**src/rtl/fir_da_pkg.sv**
```systemverilog
// rtl/fir_da_pkg.sv - shared types and width helpers for the symmetric DA FIR
// Holds the control FSM state enum plus constant functions used to derive
// address, LUT and output widths from the tap count and data widths.
package fir_da_pkg;

    typedef enum logic [1:0] {
        RUN   = 2'd0,
        DRAIN = 2'd1,
        BUILD = 2'd2
    } state_e;

    function automatic int clog2(input int value);
        int r;
        r = 0;
        while ((1 << r) < value) r = r + 1;
        return r;
    endfunction

    // Coefficient index width; a single pair still needs a 1-bit port.
    function automatic int addr_w(input int k);
        return (clog2(k) < 1) ? 1 : clog2(k);
    endfunction

    // A LUT entry is the sum of up to K coefficients, plus one bit of headroom
    // so the sign-bit partial product can be negated without wrapping.
    function automatic int lut_w(input int coef_w, input int taps);
        return coef_w + clog2(taps / 2) + 1;
    endfunction

    function automatic int dout_w(input int din_w, input int coef_w, input int taps);
        return din_w + 1 + coef_w + clog2(taps / 2);
    endfunction

endpackage

```
**src/rtl/da_lut_builder.sv**
```systemverilog
// rtl/da_lut_builder.sv - coefficient store and distributed-arithmetic LUT rebuild
// Ports:
//   clk, rst_n            clock, asynchronous active-low reset
//   coef_we_i/addr/data   coefficient write (already gated to RUN by the top)
//   build_i               high for every BUILD cycle; one LUT entry per cycle
//   build_done_o          high in the cycle that writes the last entry
//   rd_addr_i/rd_data_o   NRD combinational LUT read ports
module da_lut_builder #(
    parameter int K      = 3,
    parameter int COEF_W = 17,
    parameter int LUT_W  = 20,
    parameter int AW     = 2,
    parameter int NRD    = 13
) (
    input  logic                        clk,
    input  logic                        rst_n,
    input  logic                        coef_we_i,
    input  logic [AW-1:0]               coef_addr_i,
    input  logic [COEF_W-1:0]           coef_data_i,
    input  logic                        build_i,
    output logic                        build_done_o,
    input  logic [NRD-1:0][K-1:0]       rd_addr_i,
    output logic [NRD-1:0][LUT_W-1:0]   rd_data_o
);

    localparam int N = 1 << K;

    logic [K-1:0][COEF_W-1:0] coef_q;
    logic [K-1:0]             cnt_q;
    logic [N-1:0][LUT_W-1:0]  lut_q;
    logic [LUT_W-1:0]         entry_d;

    // Entry for address cnt_q: sum of the coefficients whose bit is set.
    always_comb begin
        entry_d = '0;
        for (int j = 0; j < K; j++) begin
            if (cnt_q[j]) entry_d = entry_d + LUT_W'($signed(coef_q[j]));
        end
    end

    // The K-bit counter wraps back to 0 after the last entry, ready for the next build.
    assign build_done_o = build_i && (cnt_q == {K{1'b1}});

    always_ff @(posedge clk or negedge rst_n) begin
        if (!rst_n) begin
            coef_q <= '0;
            cnt_q  <= '0;
            lut_q  <= '0;
        end else begin
            if (coef_we_i && (int'(coef_addr_i) < K)) coef_q[coef_addr_i] <= coef_data_i;
            if (build_i) begin
                lut_q[cnt_q] <= entry_d;
                cnt_q        <= cnt_q + K'(1);
            end
        end
    end

    always_comb begin
        rd_data_o = '0;
        for (int b = 0; b < NRD; b++) rd_data_o[b] = lut_q[rd_addr_i[b]];
    end

endmodule

```
**src/rtl/da_fir_sym_prog.sv**
```systemverilog
// rtl/da_fir_sym_prog.sv - programmable symmetric distributed-arithmetic FIR
// Ports:
//   clk, rst_n                       clock, asynchronous active-low reset
//   in_valid/in_data/in_ready        sample handshake (ready only in RUN)
//   flush                            clears the delay line
//   coef_we/coef_addr/coef_data      coefficient write, honoured when coef_ready
//   coef_ready                       high only in RUN
//   out_valid/out_data               one result pulse per accepted sample, 4 cycles later
module da_fir_sym_prog
    import fir_da_pkg::*;
#(
    parameter int TAPS   = 6,
    parameter int DIN_W  = 12,
    parameter int COEF_W = 17,
    parameter int DOUT_W = dout_w(DIN_W, COEF_W, TAPS)
) (
    input  logic                       clk,
    input  logic                       rst_n,
    input  logic                       in_valid,
    input  logic [DIN_W-1:0]           in_data,
    output logic                       in_ready,
    input  logic                       flush,
    input  logic                       coef_we,
    input  logic [addr_w(TAPS/2)-1:0]  coef_addr,
    input  logic [COEF_W-1:0]          coef_data,
    output logic                       coef_ready,
    output logic                       out_valid,
    output logic [DOUT_W-1:0]          out_data
);

    localparam int K     = TAPS / 2;
    localparam int AW    = addr_w(K);
    localparam int PW    = DIN_W + 1;
    localparam int LUT_W = lut_w(COEF_W, TAPS);

    state_e state_q, state_d;
    logic   build_en, build_done, accept;

    logic [TAPS-1:0][DIN_W-1:0] dl_q;      // dl_q[0] is the newest sample
    logic [K-1:0][PW-1:0]       pa_q;
    logic [PW-1:0][K-1:0]       rd_addr;
    logic [PW-1:0][LUT_W-1:0]   rd_data;
    logic [PW-1:0][LUT_W-1:0]   part_q;
    logic signed [DOUT_W-1:0]   tree_d, tree_q, ext;
    logic [3:0]                 vld_q;     // occupancy of stages 1..4
    logic                       out_valid_q;
    logic [DOUT_W-1:0]          out_data_q;

    assign accept = in_valid && in_ready;

    // ---------------- control FSM ----------------
    always_ff @(posedge clk or negedge rst_n) begin
        if (!rst_n) state_q <= RUN;
        else        state_q <= state_d;
    end

    always_comb begin
        state_d = state_q;
        case (state_q)
            RUN:     if (coef_we) state_d = DRAIN;
            DRAIN:   if (vld_q == '0) state_d = BUILD;
            BUILD:   if (build_done) state_d = RUN;
            default: state_d = RUN;
        endcase
    end

    always_comb begin
        in_ready   = (state_q == RUN);
        coef_ready = (state_q == RUN);
        build_en   = (state_q == BUILD);
    end

    da_lut_builder #(
        .K      (K),
        .COEF_W (COEF_W),
        .LUT_W  (LUT_W),
        .AW     (AW),
        .NRD    (PW)
    ) u_lut (
        .clk          (clk),
        .rst_n        (rst_n),
        .coef_we_i    (coef_we && coef_ready),
        .coef_addr_i  (coef_addr),
        .coef_data_i  (coef_data),
        .build_i      (build_en),
        .build_done_o (build_done),
        .rd_addr_i    (rd_addr),
        .rd_data_o    (rd_data)
    );

    // ---------------- delay line ----------------
    // flush clears history; a sample accepted in the same cycle lands in the cleared line.
    always_ff @(posedge clk or negedge rst_n) begin
        if (!rst_n) begin
            dl_q <= '0;
        end else if (flush) begin
            dl_q <= '0;
            if (accept) dl_q[0] <= in_data;
        end else if (accept) begin
            dl_q <= {dl_q[TAPS-2:0], in_data};
        end
    end

    // Bit-slice b of all pre-added pairs forms the LUT address for that weight.
    always_comb begin
        rd_addr = '0;
        for (int b = 0; b < PW; b++) begin
            for (int j = 0; j < K; j++) rd_addr[b][j] = pa_q[j][b];
        end
    end

    always_comb begin
        tree_d = '0;
        ext    = '0;
        for (int b = 0; b < PW; b++) begin
            ext    = DOUT_W'($signed(part_q[b]));
            tree_d = tree_d + (ext <<< b);
        end
    end

    // ---------------- datapath pipeline ----------------
    // Data stages run every cycle; vld_q tags which slots carry an accepted sample.
    always_ff @(posedge clk or negedge rst_n) begin
        if (!rst_n) begin
            pa_q        <= '0;
            part_q      <= '0;
            tree_q      <= '0;
            vld_q       <= '0;
            out_valid_q <= 1'b0;
            out_data_q  <= '0;
        end else begin
            vld_q <= {vld_q[2:0], accept};
            for (int i = 0; i < K; i++) begin
                pa_q[i] <= {dl_q[i][DIN_W-1], dl_q[i]}
                         + {dl_q[TAPS-1-i][DIN_W-1], dl_q[TAPS-1-i]};
            end
            // The pre-add MSB carries weight -2^DIN_W, so its partial is negated.
            for (int b = 0; b < PW; b++) begin
                part_q[b] <= (b == PW - 1) ? (LUT_W'(0) - rd_data[b]) : rd_data[b];
            end
            tree_q      <= tree_d;
            out_valid_q <= vld_q[3];
            if (vld_q[3]) out_data_q <= tree_q;
        end
    end

    assign out_valid = out_valid_q;
    assign out_data  = out_data_q;

endmodule

```
**config.mk**
```make
export PLATFORM = sky130hd
export DESIGN_NAME = da_fir_sym_prog
export DESIGN_NICKNAME = d
export VERILOG_FILES = /design/src/rtl/fir_da_pkg.sv /design/src/rtl/da_lut_builder.sv /design/src/rtl/da_fir_sym_prog.sv
export SDC_FILE = /design/constraint.sdc
export NUM_CORES = 2
export LEC_CHECK = 0
export BUFFER_PORTS_ARGS = -buffer_cell sky130_fd_sc_hd__buf_4
export CAP_MARGIN = 20
export CORE_ASPECT_RATIO = 0.6
export CORE_MARGIN = 2
export CORE_UTILIZATION = 30
export DETAILED_ROUTE_END_ITERATION = 12
export GPL_TIMING_DRIVEN = 1
export PLACE_DENSITY = 0.48
export SKIP_LAST_GASP = 1
export SLEW_MARGIN = 10
export SYNTH_ARGS = -nofsm -noshare
export SYNTH_HDL_FRONTEND = slang
export SYNTH_SLANG_ARGS = --single-unit
export TNS_END_PERCENT = 10
```
**constraint.sdc**
```tcl
create_clock -name clk -period 5.9 [get_ports clk]
set_input_delay 1.18 -clock clk [delete_from_list [all_inputs] [get_ports clk]]
set_output_delay 1.18 -clock clk [all_outputs]
set_load 0.1 [all_outputs]
```
==> results by group <==
Route
  – DR WL/cell: 28.0 um
  – Residual DRC: 0
  – Drt via density: 5.46
  – Drt total wl: 164,000 um
  – Detail Route Antenna Nets: 0
  – Routed via count: 31,900
  – First-pass DRT Iterations: 6
  – Iter 0 DRT Violations: 3,937

GRT
  – Vias in the first global route: 31,200
  – GRT Total Usage: 0.202
  – Largest net degree at the start of global routing: 161
  – First-pass GRT wire length: 238,000 um
  – Initial antenna violation count: 43
  – Remaining global-route overflow: 0

Floorplanning
  – Boundary Pins: 71
  – Vert. Die Dim: 313 um
  – Die footprint: 0.163 mm^2
  – Die span in x: 519 um
  – Initial core utilization: 0.302
  – Standard-cell rows: 113
  – Area of the core: 0.158 mm^2

Timing
  – Skew final: 34.8 ps
  – Tcrit/Tclk final: 0.905
  – Max-slew violation count: 0
  – Setup WS post-layout: 561 ps
  – Final Hold Viols: 0
  – RSZ-0062 raised after global routing: false
  – Max_slew headroom: 0.251
  – Min Tclk post-route: 5340 ps
  – Worst slew pin tran: 1120 ps
  – F_max: 0.187 GHz
  – Final number of setup-violating endpoints: 0
  – TNS Setup: 0 ps

Synthesis
  – Synth Cell Area: 0.0478 mm^2
  – Syn_area_per_cell: 12.5 um^2
  – Mapped Cells: 3,837
  – Synth Flop Type: dfrtp_1
  – Register area share after synthesis: 0.344
  – Warnings, synthesis: 0
  – Number of library cell types mapped by synthesis: 73
  – Post-synth EDFFs: 0
  – Flops & latches, synth: 656
  – Synth async-reset ratio: 1.00
  – Synthesized Nets: 4,231

Cells and area
  – Area Overhead vs Synth: 9.88%
  – Design Area, Final: 0.0525 mm^2
  – Nets: 4,055
  – Share of layout cells above drive strength 1: 0.315
  – Layout fillers: 15,600

Place
  – Placed cell areas: 0.0500 mm^2
  – I/O Buffers: 70
  – Placer Congestion: 0.879
  – Setup WS pre-CTS: 393 ps
  – Post-DP HPWL: 116,000 um

Min path
  – Worst Hold Class: register to register

Worst setup path
  – Worst Setup End Kind: register
  – Worst-path cell chain: fa_1 -> inv_1 -> fa_1 -> inv_1 -> fa_1 -> fa_1 -> inv_1 -> fa_1 -> inv_1 -> ha_1 -> a21oi_1 -> o21ai_0 -> a2111oi_0 -> or3_1 -> nand3b_1 -> o311ai_0 -> o21ai_0 -> a31o_2
  – Crit path arrival time: 5880 ps
  – Max FO, Critical Path: 7
  – Most common cell on crit path: fa_1
  – Worst setup path class: register to register
  – Startpoint Class: register
  – CP max stage cell: fa_1
  – Slowest Stage Delay on Critical Path: 550 ps
  – CP top delay family: adder cells
  – Worst EP required: 6440 ps
  – Worst path bufs/invs: 4

Clocking
  – Post-CTS setup buffer count: 0
  – TritonCTS buffer count: 73
  – TritonCTS clock tree: yes
  – CTS max path bufs: 3
  – H-tree levels: 3
  – # hold bufs at CTS: 0
  – Clk_lat worst skew: 690 ps
  – CTS clk-pin slew, worst paths: 60 ps
  – Clock Root Buffer: clkbuf_16
  – CTS Sinks: 656

Power
  – Leakage: 22.6 nW
  – Peak VDD IR: 405 uV
  – Pwr/cell area: 542 mW/mm^2
  – Overall power: 28.4 mW
  – Combinational share of power: 0.545
  – Clk network pwr share: 0.169
  – Sw Share: 0.467
  – Pint: 15.2 mW
  – Seq pwr share: 0.286
  – Psw: 13.3 mW

Flow run
  – Max-cap viol count: 0

Outcome
  – Status: finished clean
final cells by class:
type | count | area, um^2 | share of cell area
multi-input combinational | 2388 | 28300 | 0.540
sequential | 656 | 16500 | 0.314
tap | 2127 | 2660 | 0.0507
clock buffer | 98 | 2040 | 0.0389
inverter | 420 | 1580 | 0.0300
timing repair buffer | 122 | 986 | 0.0188
clock inverter | 31 | 403 | 0.00767
antenna | 10 | 25.0 | 0.000477
metal layers:
metal	vias to the layer above	wire length [um]	GRT usage
li1	13200	-	-
met2	1702	57600	0.234
met3	180	27800	0.126
met5	-	308	0.00719
met1	16800	76100	0.309
met4	24	2030	0.0300
kinds of logic (layout without fill, tap and decap cells):
logic type,after synthesis,after routing,share of synthesized area
adder cells (fa/ha/maj),358,358,0.131
flip-flops,656,656,0.344
AND/OR/NAND/NOR,626,626,0.0583
XOR/XNOR,105,105,0.0192
AO/OA/AOI/OAI,402,402,0.0509
multiplexers,897,897,0.333
buffers and inverters,793,671,0.0638
other,0,10,0
power groups by stage:
stage | combinational [mW] | clock (mW) | sequential (mW)
floorplan | 11.6 | 0 | 7.10
global placement | 15.3 | 0 | 8.05
detailed placement | 15.4 | 0 | 8.07
CTS | 15.5 | 4.96 | 7.98
global route | 17.1 | 5.14 | 8.27
finish | 15.5 | 4.81 | 8.14
cells in the final DEF, fill, tap and decap left out, drive strengths merged, types with 4 or more instances in the layout:
cell type / n
nor3: 26
inv: 425
o22ai: 9
xnor2: 81
dfrtp: 656
buf: 122
fa: 236
a21oi: 131
o31ai: 10
nand3b: 16
o21a: 19
a21o: 35
nand4: 5
or3: 6
mux4: 520
o21bai: 5
nor4: 8
nor2b: 17
o21ai: 141
a31oi: 6
xor2: 24
a2111oi: 6
nor2: 81
clkbuf: 98
and3: 14
ha: 122
nand2: 380
mux2i: 32
nand3: 17
a21boi: 6
and2: 30
o211ai: 6
mux2: 345
nand2b: 17
a211oi: 8
clkinvlp: 4
bufinv: 8
clkinv: 14
diode: 10
registers in the layout, summed over array words and instances, names as in the netlist:
name / flops
dl_q: 72
ext: 20
out_data: 32
out_valid: 1
pa_q: 39
part_q: 240
state_q: 2
tree_q: 32
u_lut.cnt_q: 3
u_lut.coef_q: 51
u_lut.lut_q: 160
vld_q: 4
repair_timing:
action,in CTS,in global routing
gates resized for setup,0,1
setup endpoints to repair,0,1
hold endpoints to repair,0,0
metrics by stage:
step,cells,hold WS [ps],util
2_1_floorplan,3837,331,-
3_3_place_gp,5712,346,0.316
3_5_place_dp,5713,356,0.316
4_1_cts,5842,370,0.332
6_report,5852,365,0.332
5_1_grt,5846,375,0.332
worst reg2reg max path, delay by kind of cell, from the launching register on:
kind	cells	cell delay, ps
AOI/OAI and AO/OA	6	1450
adders and majority gates	6	2860
and+or+nand+nor	2	330
buffers and inverters	4	200
DFF	1	390
worst paths after layout:
kind	start	endpoint	slack, ps	cells past startpoint
setup reg to reg	part_q[131]$_DFF_PN0_	tree_q[28]$_DFF_PN0_	560	18
setup / recovery	part_q[131]$_DFF_PN0_	tree_q[28]$_DFF_PN0_	560	18
max in group asynchronous	rst_n	part_q[222]$_DFF_PN0_	3920	2
hold / removal	part_q[0]$_DFF_PN0_	tree_q[0]$_DFF_PN0_	360	0
hold reg to reg	part_q[0]$_DFF_PN0_	tree_q[0]$_DFF_PN0_	360	0
min in group asynchronous	rst_n	u_lut.lut_q[58]$_DFFE_PN0P_	530	1
synth_stat cells, types with 4 or more instances:
cell type	n	area share
inv_1	420	0.033
or3_1	6	0.00079
nand2b_1	17	0.0022
dfrtp_1	656	0.34
nand4_1	5	0.00065
o21ai_0	137	0.014
a21o_1	35	0.0055
and2_1	30	0.0039
o21bai_1	5	0.00079
fa_1	236	0.099
nand2_1	380	0.030
and3_1	14	0.0018
buf_2	6	0.00063
buf_1	62	0.0049
mux2i_1	32	0.0067
a211oi_1	8	0.0013
buf_4	4	0.00063
xor2_1	24	0.0044
clkbuf_1	296	0.023
a31oi_1	5	0.00065
nor2_1	80	0.0063
o21ai_1	4	0.00042
mux2_2	345	0.081
o211ai_1	4	0.00063
nand3b_1	16	0.0025
nor4_1	5	0.00065
a2111oi_0	4	0.00073
mux4_2	519	0.24
a21boi_0	6	0.00094
o22ai_1	9	0.0012
o21a_1	19	0.0030
nor3_1	23	0.0024
ha_1	122	0.032
a21oi_1	131	0.014
nand3_1	17	0.0018
o31ai_1	9	0.0014
nor2b_1	17	0.0022
xnor2_1	81	0.015
Power figures use the tool's default switching activity.
